`config.mk`:
```
export PLATFORM = sky130hd
export DESIGN_NAME = march_bist_ctrl
export DESIGN_NICKNAME = d
export VERILOG_FILES = /design/src/rtl/march_bist_ctrl.sv
export SDC_FILE = /design/constraint.sdc
export NUM_CORES = 1
export LEC_CHECK = 0
export CORE_ASPECT_RATIO = 0.8
export CORE_UTILIZATION = 30
export CTS_BUF_LIST = sky130_fd_sc_hd__clkbuf_2
export CTS_CLUSTER_DIAMETER = 100
export DETAILED_ROUTE_END_ITERATION = 12
export GPL_ROUTABILITY_DRIVEN = 0
export PLACE_DENSITY = 0.57
export SETUP_SLACK_MARGIN = 0.2
export SLEW_MARGIN = 5
export SYNTH_ARGS = -nofsm -noshare
export SYNTH_HDL_FRONTEND = slang
export SYNTH_SLANG_ARGS = --single-unit
```
`constraint.sdc`:
```
create_clock -name clk -period 2.8 [get_ports clk]
set_input_delay 0.56 -clock clk [delete_from_list [all_inputs] [get_ports clk]]
set_output_delay 0.56 -clock clk [all_outputs]
set_load 0.01 [all_outputs]
```
`src/rtl/march_bist_ctrl.sv`:
```
// March C- memory BIST controller: sequences reads/writes over the whole array for
// up to four data backgrounds and records the first mismatch plus a saturating count.
module march_bist_ctrl #(
  parameter int DTA_SIZE    = 8,
  parameter int ADR_SIZE    = 4,
  parameter int NUM_BG      = 1,
  parameter int STOP_ON_ERR = 0
) (
  input  logic                clk,
  input  logic                rst,
  input  logic                start,
  output logic [ADR_SIZE-1:0] mem_adr,
  output logic [DTA_SIZE-1:0] mem_wdata,
  output logic                mem_wr_en,
  output logic                mem_rd_en,
  input  logic [DTA_SIZE-1:0] mem_rdata,
  output logic                busy,
  output logic                done,
  output logic                fail,
  output logic [ADR_SIZE-1:0] err_adr,
  output logic [DTA_SIZE-1:0] err_syn,
  output logic [2:0]          err_elem,
  output logic [1:0]          err_bg,
  output logic [7:0]          err_cnt
);

  localparam logic [1:0] S_IDLE  = 2'd0;
  localparam logic [1:0] S_RUN   = 2'd1;
  localparam logic [1:0] S_FLUSH = 2'd2;
  localparam logic [1:0] S_DONE  = 2'd3;

  localparam logic PH_RD = 1'b0;
  localparam logic PH_WR = 1'b1;

  localparam logic [1:0] BG_LAST = 2'(NUM_BG - 1);

  function automatic logic [DTA_SIZE-1:0] bg_pattern(input logic [1:0] bg);
    logic [DTA_SIZE-1:0] p;
    p = '0;
    for (int i = 0; i < DTA_SIZE; i++) begin
      case (bg)
        2'd1:    p[i] = ~i[0];
        2'd2:    p[i] = ~i[1];
        2'd3:    p[i] = ~i[2];
        default: p[i] = 1'b0;
      endcase
    end
    return p;
  endfunction

  function automatic logic [7:0] sat_inc(input logic [7:0] c);
    return (c == 8'hFF) ? c : c + 8'd1;
  endfunction

  logic [1:0]          state_q, state_d;
  logic [2:0]          elem_q, elem_d;
  logic                ph_q, ph_d;
  logic [ADR_SIZE-1:0] adr_q, adr_d;
  logic [1:0]          bg_q, bg_d;
  logic                fail_q, fail_d;
  logic [ADR_SIZE-1:0] err_adr_q, err_adr_d;
  logic [DTA_SIZE-1:0] err_syn_q, err_syn_d;
  logic [2:0]          err_elem_q, err_elem_d;
  logic [1:0]          err_bg_q, err_bg_d;
  logic [7:0]          err_cnt_q, err_cnt_d;

  logic                vld_p1_q, vld_p1_d;
  logic [DTA_SIZE-1:0] exp_p1_q, exp_p1_d;
  logic [ADR_SIZE-1:0] adr_p1_q, adr_p1_d;
  logic [2:0]          elem_p1_q, elem_p1_d;
  logic [1:0]          bg_p1_q, bg_p1_d;

  logic                run, two_cycle, is_down, addr_end;
  logic                op_rd, op_wr, mis;
  logic [DTA_SIZE-1:0] pat, rd_exp, wr_dat, syn;

  always_comb begin
    run       = (state_q == S_RUN);
    two_cycle = (elem_q >= 3'd1) && (elem_q <= 3'd4);
    is_down   = (elem_q == 3'd3) || (elem_q == 3'd4);
    addr_end  = is_down ? (adr_q == '0) : (adr_q == '1);
    op_rd     = run && ((elem_q == 3'd5) || (two_cycle && (ph_q == PH_RD)));
    op_wr     = run && !op_rd;
    pat       = bg_pattern(bg_q);
    rd_exp    = ((elem_q == 3'd2) || (elem_q == 3'd4)) ? ~pat : pat;
    wr_dat    = ((elem_q == 3'd1) || (elem_q == 3'd3)) ? ~pat : pat;
    syn       = mem_rdata ^ exp_p1_q;
    mis       = vld_p1_q && ((state_q == S_RUN) || (state_q == S_FLUSH)) && (syn != '0);
  end

  // Stage p0 -> p1: remember what each read should return, compared when rdata lands
  always_comb begin
    vld_p1_d  = op_rd;
    exp_p1_d  = rd_exp;
    adr_p1_d  = adr_q;
    elem_p1_d = elem_q;
    bg_p1_d   = bg_q;
  end

  always_comb begin
    state_d    = state_q;
    elem_d     = elem_q;
    ph_d       = ph_q;
    adr_d      = adr_q;
    bg_d       = bg_q;
    fail_d     = fail_q;
    err_adr_d  = err_adr_q;
    err_syn_d  = err_syn_q;
    err_elem_d = err_elem_q;
    err_bg_d   = err_bg_q;
    err_cnt_d  = err_cnt_q;
    case (state_q)
      S_IDLE, S_DONE: begin
        if (start) begin
          state_d    = S_RUN;
          elem_d     = 3'd0;
          ph_d       = PH_RD;
          adr_d      = '0;
          bg_d       = 2'd0;
          fail_d     = 1'b0;
          err_adr_d  = '0;
          err_syn_d  = '0;
          err_elem_d = 3'd0;
          err_bg_d   = 2'd0;
          err_cnt_d  = 8'd0;
        end
      end
      S_RUN: begin
        if (two_cycle && (ph_q == PH_RD)) begin
          ph_d = PH_WR;
        end else begin
          ph_d = PH_RD;
          if (!addr_end) begin
            adr_d = is_down ? adr_q - 1'b1 : adr_q + 1'b1;
          end else if (elem_q == 3'd5) begin
            elem_d = 3'd0;
            adr_d  = '0;
            if (bg_q == BG_LAST) state_d = S_FLUSH;
            else                 bg_d    = bg_q + 2'd1;
          end else begin
            elem_d = elem_q + 3'd1;
            // M3 and M4 walk downwards, so they start from the top address
            adr_d  = ((elem_q == 3'd2) || (elem_q == 3'd3)) ? '1 : '0;
          end
        end
      end
      S_FLUSH: state_d = S_DONE;
      default: state_d = S_IDLE;
    endcase
    if (mis) begin
      fail_d    = 1'b1;
      err_cnt_d = sat_inc(err_cnt_q);
      if (!fail_q) begin
        err_adr_d  = adr_p1_q;
        err_syn_d  = syn;
        err_elem_d = elem_p1_q;
        err_bg_d   = bg_p1_q;
      end
      if (STOP_ON_ERR != 0) state_d = S_DONE;
    end
  end

  always_ff @(posedge clk or negedge rst) begin
    if (!rst) begin
      state_q    <= S_IDLE;
      elem_q     <= 3'd0;
      ph_q       <= PH_RD;
      adr_q      <= '0;
      bg_q       <= 2'd0;
      fail_q     <= 1'b0;
      err_adr_q  <= '0;
      err_syn_q  <= '0;
      err_elem_q <= 3'd0;
      err_bg_q   <= 2'd0;
      err_cnt_q  <= 8'd0;
      vld_p1_q   <= 1'b0;
    end else begin
      state_q    <= state_d;
      elem_q     <= elem_d;
      ph_q       <= ph_d;
      adr_q      <= adr_d;
      bg_q       <= bg_d;
      fail_q     <= fail_d;
      err_adr_q  <= err_adr_d;
      err_syn_q  <= err_syn_d;
      err_elem_q <= err_elem_d;
      err_bg_q   <= err_bg_d;
      err_cnt_q  <= err_cnt_d;
      vld_p1_q   <= vld_p1_d;
    end
  end

  always_ff @(posedge clk) begin
    exp_p1_q  <= exp_p1_d;
    adr_p1_q  <= adr_p1_d;
    elem_p1_q <= elem_p1_d;
    bg_p1_q   <= bg_p1_d;
  end

  always_comb begin
    mem_adr   = run ? adr_q : '0;
    mem_wdata = op_wr ? wr_dat : '0;
    mem_wr_en = op_wr;
    mem_rd_en = op_rd;
    busy      = (state_q == S_RUN) || (state_q == S_FLUSH);
    done      = (state_q == S_DONE);
    fail      = fail_q;
    err_adr   = err_adr_q;
    err_syn   = err_syn_q;
    err_elem  = err_elem_q;
    err_bg    = err_bg_q;
    err_cnt   = err_cnt_q;
  end

endmodule

```
==> results.yml <==
cts:
  path_clk_slew_ns: 0.30
  root_buffer: "clkbuf_2"
  htreeDepth: 2
  clockBufferDepth: 2
  numClockSinks: 56
  cts_tree: "built"
  clock_latency_ns: 0.44
  cts_buffers: 5
synthesis:
  yosysWarnings: 0
  synthTopCellsByArea: "dfrtp_1, dfxtp_1, ha_1, xnor2_1, o21ai_0"
  ys_seq_area_share_pct: 47.2
  synthDistinctLibCells: 48
  synth_top_cell_area_share_pct: 35.0
  ys_top_cells_by_count: "dfrtp_1, inv_1, o21ai_0, nor2_1"
  async_flop_share_pct: 69.6
  synth-edff-count: 0
  synth_flop_cell: "dfrtp_1"
  syn_nets: 313
  yosys.area.top_type: "dfrtp_1"
  ys_ff_latch: 56
  netlist_instances: 289
  synth_most_common_cell: "dfrtp_1"
  synth.avg_cell_area_um2: 9.65
  synth_area_um2: 2790
global_route:
  grt_pass1_wl_mm: 10.1
  use_met3_pct: 3.09
  antenna_found_initial: 0
  grt_pass1_vias: 2082
  grt_usage_pct: 13.3
  grt-ovfl-total: 0
  globalRouteMet2Util_pct: 20.7
  grt_max_degree: 40
  grtUsageMet1_pct: 18.3
  busiest_layer: "met2"
pwr:
  clock_power_share_pct: 15.0
  p_int_mw: 1.43
  power_frac_seq_pct: 41.5
  switchingPower_mw: 0.878
  combPwrFrac_pct: 43.5
  leakage_nw: 1.62
  peakVddDrop_v: 0.000255
  power_density_nw_per_um2: 630
  swShare_pct: 38.1
setup_path:
  criticalPathCategory: "register to output port"
  crit_path_end_kind: "output port"
  cp_data_arrival_time_ns: 1.95
  slowest_stage: "dfrtp_2"
  crit_buf_inv: 4
  cp_common_cell: "buf_6"
  worst_ep_required_time_ns: 2.24
  cpPeakStageDelay_ns: 0.55
  critPathMaxFanout: 7
  critPathLaunchType: "register"
  crit_chain: "nand2_2, inv_2, ha_4, a21oi_2, buf_6, buf_6, xor2_1, nor2_1, buf_2"
  cp_top_family: "flip-flops"
detailed_routing:
  dr.pass1.iters: 4
  drc_errors: 0
  wl_per_cell_um: 13.1
  antenna_left: 0
  wl_mm: 6.21
  vias: 2243
  drtIter0Drc: 121
  viasPerCell: 4.73
floorplan:
  fp-row-count: 31
  die_area_um2: 9690
  die_height_um: 88.2
  ios: 53
  die-width_um: 110
  core_area_um2: 9040
  start_util_pct: 30.9
sta:
  final.setup.tns_ns: 0
  fin_skew_ns: 0.00923
  fmax_mhz: 399
  setup_violations: 0
  finalCritPeriodShare_pct: 89.5
  setup_ws_ns: 0.294
  worst_pin_slew_ns: 0.916
  slew_headroom_pct: 38.9
  slew_violations: 0
  fin_crit_ns: 2.51
  rsz0062_at_grt: "yes"
  hold_viol: 0
status:
  status: "finished clean"
placement:
  port_buffers: 52
  place_hpwl_mm: 4.49
  dpl_worst_slack_ns: 0.297
job:
  maxCapViolations: 0
final_layout:
  drive_gt1_share_pct: 17.3
  fin_util_pct: 40.5
  nets: 382
  syn_to_final_growth_pct: 31.1
  diodes: 0
min_path:
  hp-class: "input pin to asynchronous set/reset pin"
power by group through the flow:
stage	registers, mW	clock network (mW)	logic (mW)
floorplan	0.957	0	0.580
global placement	0.971	0	0.901
detailed placement	0.973	0	0.912
CTS	0.958	0.364	0.957
global route	0.967	0.397	1.10
finish	0.957	0.346	1.00
registers in the layout, indices dropped and copies added (netlist names), 3 cells and up:
| register | count |
|---|---|
| adr_p1_d | 4 |
| adr_p1_q | 4 |
| elem_p1_d | 3 |
| elem_p1_q | 3 |
| err_adr | 4 |
| err_cnt | 8 |
| err_elem | 3 |
| err_syn | 8 |
| exp_p1_q | 8 |
final timing paths:
path                       slack [ns]           end    startpoint  depth (start not counted)
max in group asynchronous        2.00    state_q[0]           rst                          1
min in group clk                 0.45     err_bg[0]    bg_p1_q[0]                          2
min                              0.19    err_cnt[5]           rst                          1
max                              0.29  mem_wdata[5]  elem_p1_d[1]                          9
min reg2reg                      0.45     err_bg[0]    bg_p1_q[0]                          2
max reg2reg                      0.33   adr_p1_d[3]  elem_p1_d[1]                         10
layout by cell type, fill, tap and decap left out, types with 6 or more instances in the layout:
cell | Yosys | layout
buf_4 | 1 | 19
clkbuf_2 | 0 | 9
clkdlybuf4s50_1 | 0 | 37
dfrtp_1 | 39 | 36
dfxtp_1 | 17 | 17
ha_1 | 12 | 9
inv_1 | 27 | 25
mux2i_1 | 7 | 6
nand2_1 | 20 | 18
nand3_1 | 20 | 20
nand4_1 | 6 | 6
nor2_1 | 21 | 19
o211ai_1 | 6 | 6
o21ai_0 | 23 | 22
xnor2_1 | 16 | 16
xor2_1 | 9 | 9
kinds of logic after synthesis:
family | after synthesis | share of synthesized area, %
buf+inv | 38 | 5.34
xor+xnor | 25 | 7.85
simple gates | 88 | 15.8
flops | 56 | 47.2
mux | 9 | 3.32
fa+ha+maj | 13 | 6.10
compound gates | 60 | 14.4
repair_timing:
item | 4_1_cts | 5_1_grt
hold buffers | 0 | 0
pin swaps | 0 | 3
setup buffers | 8 | 4
setup endpoints to repair | 15 | 13
gates resized for setup | 34 | 18
metrics by stage:
stage	area [um2]	total power [mW]	hold slack, ns	cells
detailed placement	3470	1.88	0.438	454
floorplan	2790	1.54	0.264	289
global placement	3470	1.87	0.432	454
global route	3660	2.46	0.191	474
finish	3660	2.30	0.190	474
CTS	3610	2.28	0.178	470
metal layers:
layer  vias up  routed length, um
met5         -                  0
met4         0                 55
met3         7                292
met2        49               2760
met1      1046               3100
li1       1141                  -
layout make-up:
class                      count  area [um2]
tap                          115         144
multi-input combinational    195        1390
clock inverter                 3        26.3
inverter                      27         101
timing repair buffer          73         652
fill                         947        5380
clock buffer                   5        25.0
sequential                    56        1320
(Power assumes the default switching activity.)
